==> config.mk <==
export PLATFORM = sky130hd
export DESIGN_NAME = seven_seg_scanner
export DESIGN_NICKNAME = d
export VERILOG_FILES = /design/src/rtl/seven_seg_scanner_pkg.sv /design/src/rtl/bin2bcd8.sv /design/src/rtl/seven_seg_scanner.sv
export SDC_FILE = /design/constraint.sdc
export NUM_CORES = 1
export LEC_CHECK = 0
export CORE_MARGIN = 3
export CORE_UTILIZATION = 61
export CTS_CLUSTER_SIZE = 40
export DETAILED_ROUTE_END_ITERATION = 10
export PLACE_DENSITY_LB_ADDON = 0.05
export SYNTH_ARGS = -nofsm -noshare
export SYNTH_HDL_FRONTEND = slang
export SYNTH_SLANG_ARGS = --single-unit
==> constraint.sdc <==
create_clock -name clk -period 5.9 [get_ports clk]
set_input_delay 0.885 -clock clk [delete_from_list [all_inputs] [get_ports clk]]
set_output_delay 0.885 -clock clk [all_outputs]
set_load 0.01 [all_outputs]
==> src/rtl/seven_seg_scanner_pkg.sv <==
// Shared definitions for the seven-segment scanner: segment patterns,
// conversion FSM encoding and the small combinational helpers both stages use.
package seven_seg_scanner_pkg;

  typedef enum logic [1:0] {
    StIdle  = 2'd0,
    StShift = 2'd1,
    StDone  = 2'd2
  } conv_state_e;

  // Active-low patterns, bit order {g,f,e,d,c,b,a}
  localparam logic [6:0] SEG_0   = 7'h40;
  localparam logic [6:0] SEG_1   = 7'h79;
  localparam logic [6:0] SEG_2   = 7'h24;
  localparam logic [6:0] SEG_3   = 7'h30;
  localparam logic [6:0] SEG_4   = 7'h19;
  localparam logic [6:0] SEG_5   = 7'h12;
  localparam logic [6:0] SEG_6   = 7'h02;
  localparam logic [6:0] SEG_7   = 7'h78;
  localparam logic [6:0] SEG_8   = 7'h00;
  localparam logic [6:0] SEG_9   = 7'h10;
  localparam logic [6:0] SEG_OFF = 7'h7F;

  localparam int unsigned BinW  = 8;
  localparam int unsigned BcdW  = 12;
  localparam logic [2:0]  LastIter = 3'd7;

  function automatic logic [6:0] seg_decode(input logic [3:0] digit);
    logic [6:0] pattern;
    case (digit)
      4'd0:    pattern = SEG_0;
      4'd1:    pattern = SEG_1;
      4'd2:    pattern = SEG_2;
      4'd3:    pattern = SEG_3;
      4'd4:    pattern = SEG_4;
      4'd5:    pattern = SEG_5;
      4'd6:    pattern = SEG_6;
      4'd7:    pattern = SEG_7;
      4'd8:    pattern = SEG_8;
      4'd9:    pattern = SEG_9;
      default: pattern = SEG_OFF;
    endcase
    return pattern;
  endfunction

  // Double-dabble correction applied before each shift: any nibble >= 5 gets +3
  function automatic logic [11:0] dabble_adjust(input logic [11:0] bcd_in);
    logic [11:0] adj;
    adj = bcd_in;
    for (int i = 0; i < 3; i++) begin
      if (bcd_in[i*4 +: 4] >= 4'd5) begin
        adj[i*4 +: 4] = bcd_in[i*4 +: 4] + 4'd3;
      end
    end
    return adj;
  endfunction

endpackage

==> src/rtl/bin2bcd8.sv <==
// Sequential 8-bit binary to 3-digit BCD converter (double dabble).
// Converts only when the input differs from the last captured value.
module bin2bcd8
  import seven_seg_scanner_pkg::*;
(
  input  logic        clk,
  input  logic        rst,
  input  logic [7:0]  value,
  output logic [11:0] bcd,
  output logic        busy
);

  conv_state_e state_q, state_d;
  logic [BinW-1:0] last_q, last_d;
  logic [BinW-1:0] bin_q, bin_d;
  logic [BcdW-1:0] scratch_q, scratch_d;
  logic [BcdW-1:0] bcd_q, bcd_d;
  logic [2:0]      iter_q, iter_d;
  logic [BcdW-1:0] scratch_adj;

  assign scratch_adj = dabble_adjust(scratch_q);

  always_comb begin
    state_d   = state_q;
    last_d    = last_q;
    bin_d     = bin_q;
    scratch_d = scratch_q;
    bcd_d     = bcd_q;
    iter_d    = iter_q;
    unique case (state_q)
      StIdle: begin
        if (value != last_q) begin
          bin_d     = value;
          last_d    = value;
          scratch_d = '0;
          iter_d    = '0;
          state_d   = StShift;
        end
      end
      StShift: begin
        // Shift {scratch, bin} left by one after the nibble correction
        {scratch_d, bin_d} = {scratch_adj[BcdW-2:0], bin_q, 1'b0};
        iter_d             = iter_q + 3'd1;
        if (iter_q == LastIter) begin
          state_d = StDone;
        end
      end
      StDone: begin
        bcd_d   = scratch_q;
        state_d = StIdle;
      end
      default: state_d = StIdle;
    endcase
  end

  always_ff @(posedge clk or posedge rst) begin
    if (rst) begin
      state_q   <= StIdle;
      last_q    <= '0;
      bin_q     <= '0;
      scratch_q <= '0;
      bcd_q     <= '0;
      iter_q    <= '0;
    end else begin
      state_q   <= state_d;
      last_q    <= last_d;
      bin_q     <= bin_d;
      scratch_q <= scratch_d;
      bcd_q     <= bcd_d;
      iter_q    <= iter_d;
    end
  end

  assign bcd  = bcd_q;
  assign busy = (state_q != StIdle);

endmodule

==> src/rtl/seven_seg_scanner.sv <==
// Displays an 8-bit value as three decimal digits on a 4-anode common-anode
// display; the fourth slot is kept dark so every digit gets a 1/4 duty cycle.
module seven_seg_scanner #(
  parameter int unsigned scan_limit  = 100000,
  parameter bit          blank_zeros = 1'b1
) (
  input  logic        clk,
  input  logic        rst,
  input  logic [7:0]  value,
  output logic [6:0]  seg,
  output logic        dp,
  output logic [3:0]  an,
  output logic [11:0] bcd,
  output logic        busy
);
  import seven_seg_scanner_pkg::*;

  localparam int unsigned CntW = $clog2(scan_limit);
  localparam logic [CntW-1:0] CntMax = CntW'(scan_limit - 1);

  logic [11:0]     bcd_w;
  logic [CntW-1:0] cnt_q, cnt_d;
  logic [1:0]      slot_q, slot_d;
  logic [6:0]      seg_q, seg_d;
  logic [3:0]      an_q, an_d;
  logic [3:0]      digit;
  logic            blank;

  bin2bcd8 u_bin2bcd8 (
    .clk   (clk),
    .rst   (rst),
    .value (value),
    .bcd   (bcd_w),
    .busy  (busy)
  );

  always_comb begin
    cnt_d  = cnt_q + CntW'(1);
    slot_d = slot_q;
    if (cnt_q == CntMax) begin
      cnt_d  = '0;
      slot_d = slot_q + 2'd1;
    end
  end

  // Output pattern for the current slot; registered below so seg/an move together
  always_comb begin
    digit = 4'd0;
    blank = 1'b0;
    an_d  = 4'hF;
    seg_d = SEG_OFF;
    unique case (slot_q)
      2'd0: begin
        digit = bcd_w[3:0];
        an_d  = 4'hE;
      end
      2'd1: begin
        digit = bcd_w[7:4];
        blank = blank_zeros && (bcd_w[11:8] == 4'd0) && (bcd_w[7:4] == 4'd0);
        an_d  = 4'hD;
      end
      2'd2: begin
        digit = bcd_w[11:8];
        blank = blank_zeros && (bcd_w[11:8] == 4'd0);
        an_d  = 4'hB;
      end
      2'd3: begin
        blank = 1'b1;
        an_d  = 4'hF;
      end
      default: blank = 1'b1;
    endcase
    if (!blank) begin
      seg_d = seg_decode(digit);
    end
  end

  always_ff @(posedge clk or posedge rst) begin
    if (rst) begin
      cnt_q  <= '0;
      slot_q <= '0;
      seg_q  <= SEG_OFF;
      an_q   <= 4'hF;
    end else begin
      cnt_q  <= cnt_d;
      slot_q <= slot_d;
      seg_q  <= seg_d;
      an_q   <= an_d;
    end
  end

  assign seg = seg_q;
  assign an  = an_q;
  assign dp  = 1'b1;
  assign bcd = bcd_w;

endmodule

==> results.toml <==
[logic_synthesis]
ys_top_cells_by_area = "dfrtp_1, dfstp_2, ha_1"
synthArstFlopShare = 1.00
syn_area_sq_mm = 0.00355
synthAdderAreaFrac = 0.0669
ys_ff_latch = 74
yosysTopAreaCell = "dfrtp_1"
post_synth.cell_area_avg_sq_um = 10.6
ys_types = 41
yosys_warnings = 0
synth_edf_count = 0
netlist.area_leader.share = 0.451
synth_ff_type = "dfrtp_1"
synth-seq-area-share = 0.524
synthMuxAreaShare = 0.0532
synthSimpleGateAreaFrac = 0.134
synth_top_family_by_area = "simple AND/OR/NAND/NOR gates"
syn_inst = 334
synth_xor_area_frac = 0.0665
synth_compound_area_frac = 0.120

[final_layout]
utilization = 0.740
final_cell_area_sq_mm = 0.00413
final_net_count = 397
drive_above_1_share = 0.126
fin_cells = 445
antenna_cells = 0
syn2layout_area_growth_pct = 16.1

[die]
dieHeight_microns = 82.3
rows = 27
die_x_microns = 82.3
core-area_sq_mm = 0.00557
boundaryPins = 35
start_util = 0.638
die_area_sq_mm = 0.00678

[flow_run]
max_cap_violations = 0

[place]
gp_congestion = 0.828
place_inst = 429
hpwl_mm = 4.40
portBuffers = 32
postPlaceCellArea_sq_mm = 0.00394

[drt]
ant_nets = 0
wl_per_cell_microns = 14.4
drc = 0
first_pass_iters = 5
initialDrtViolationCount = 138
vias = 2539
viasPerCell = 5.71
wl_mm = 6.40

[cts]
post_cts_buffers = 0
cts_buffers = 9
clkLatencyLatePin_ns = 0.33
cts_hold_buffers = 0
cts_buffer_depth = 2
tritoncts = "yes"
cts_max_level = 3
cts_root_buffer = "clkbuf_8"
cts_sinks = 74
clkSlewWorstSetupHoldPaths_ns = 0.07
post_cts_resize_count = 0

[setup_path]
critical_path_required_ns = 6.12
rr_startpoint = "slot_q[0]$_DFFE_PP0N_"
critPathLaunchType = "primary input"
crit_arrival_ns = 3.04
cp-end-kind = "register"
cp-startpoint = "value[5]"
path_class = "primary input to register"
worstPathMaxFanout = 20

[worst_hold_path]
min_from = "cnt_q[0]$_DFF_PP0_"
hold_class = "register to register"

[power_and_ir_drop]
leakage_nw = 1.82
total_power_mw = 1.99
ir_worst_vdd_mv = 0.336
p_per_area_mw_per_mm2 = 482

[grt]
antenna_found_initial = 0
grt_pass1_wl_mm = 10.9
globalRouteTotalUtil = 0.210
overflow = 0
grt_pass1_vias = 2471
grt_max_degree = 75

[timing]
grt_setup_unrepaired = "no"
fin_crit_ns = 2.83
skew_ns = 0.00645
hold_violations = 0
setup_viol = 0
fin_setup_tns_ns = 0
finalMaxSlewViolations = 0
period_share = 0.479
slew-limit-headroom = 0.391
max_slew.worst_pin.slew_ns = 0.914
max_freq_ghz = 0.354

[run_status]
status = "complete, no violations"
[routing by layer]
| metal | GRT usage | wire, microns |
|---|---|---|
| met5 | 0 | 0 |
| met4 | 0.0897 | 112 |
| met3 | 0.0390 | 238 |
| met2 | 0.361 | 3250 |
| met1 | 0.256 | 2800 |
[sequential cells by signal, summed over array words and instances, names as in the netlist]
name and cells:
u_bin2bcd8.scratch_q 12, u_bin2bcd8.last_q 8, u_bin2bcd8.bcd 12, an 3
u_bin2bcd8.iter_q 3, cnt_q 17, slot_q 2, u_bin2bcd8.bin_q 8
seg 7, u_bin2bcd8.state_q 2
[kinds of logic after synthesis]
logic type	count (synthesis)
AOI/OAI and AO/OA	71
xor gates and xnor gates	27
adders and majority gates	19
buffers and inverters	29
DFF	74
muxes	17
other	1
and+or+nand+nor	96
[power by group]
group	leakage, nW	total, mW	switching (mW)	internal (mW)
clock	0.0974	0.375	0.169	0.206
combinational	0.808	0.794	0.408	0.386
sequential	0.913	0.821	0.125	0.696
total	1.82	1.99	0.702	1.29
[critical path, cell delays in order]
cell,delay [ns]
clkdlybuf4s50_1,0.52
xor2_1,0.17
nor4_1,0.09
a21oi_2,0.65
buf_4,0.36
mux2_2,0.36
[synth_stat cells, types with 2 or more instances]
master,n
ha_1,19
a22oi_1,7
nor4_1,2
a222oi_1,4
xnor2_1,11
nor4b_1,4
nand4_1,3
nor2b_1,3
a31oi_1,3
a21oi_1,15
buf_4,3
clkbuf_1,10
o21bai_1,2
mux2_2,15
a22o_1,2
dfstp_2,10
nor2_1,21
o22ai_1,7
o21ai_0,28
dfrtp_1,64
nand2_1,37
and4_1,3
and2_1,2
xor2_1,16
inv_1,15
nand2b_1,5
o31ai_1,2
mux2i_1,2
or2_2,2
nand3_1,6
[final cells by class]
class | instances | area [sq um]
inverter | 15 | 56.3
sequential | 74 | 1860
clock inverter | 3 | 40.0
multi-input combinational | 232 | 1580
clock buffer | 13 | 149
timing repair buffer | 36 | 350
fill | 415 | 1450
tap | 72 | 90.1
[final timing paths]
kind,endpoint,slack [ns],cells past startpoint
setup / recovery,u_bin2bcd8.last_q[4]$_DFFE_PP0P_,3.07,6
hold / removal,cnt_q[0]$_DFF_PP0_,0.49,1
setup reg to reg,seg[6]$_DFF_PP1_,3.49,8
hold reg to reg,cnt_q[0]$_DFF_PP0_,0.49,1
max in group asynchronous,u_bin2bcd8.scratch_q[5]$_DFFE_PP0P_,4.16,3
min in group asynchronous,cnt_q[9]$_DFF_PP0_,1.14,3
[metrics by stage]
| step | setup WS, ns | hold WS [ns] |
|---|---|---|
| 2_1_floorplan | 3.15 | 0.448 |
| 3_3_place_gp | 2.73 | 0.469 |
| 3_5_place_dp | 2.71 | 0.482 |
| 4_1_cts | 3.06 | 0.501 |
| 5_1_grt | 2.89 | 0.520 |
| 6_report | 3.07 | 0.494 |
[cell usage in the layout (no fill, tap or decap), types with 3 or more instances in the layout]
| master | count |
|---|---|
| a21oi_1 | 14 |
| a222oi_1 | 4 |
| a22oi_1 | 7 |
| a31oi_1 | 3 |
| and4_1 | 3 |
| buf_4 | 4 |
| clkbuf_1 | 3 |
| clkbuf_8 | 10 |
| clkdlybuf4s50_1 | 32 |
| dfrtp_1 | 64 |
| dfstp_2 | 10 |
| ha_1 | 19 |
| inv_1 | 14 |
| mux2_2 | 15 |
| nand2_1 | 37 |
| nand2b_1 | 5 |
| nand3_1 | 6 |
| nand4_1 | 3 |
| nor2_1 | 21 |
| nor2b_1 | 3 |
| nor4b_1 | 4 |
| o21ai_0 | 28 |
| o22ai_1 | 7 |
| xnor2_1 | 11 |
| xor2_1 | 16 |
Power figures use the tool's default switching activity.
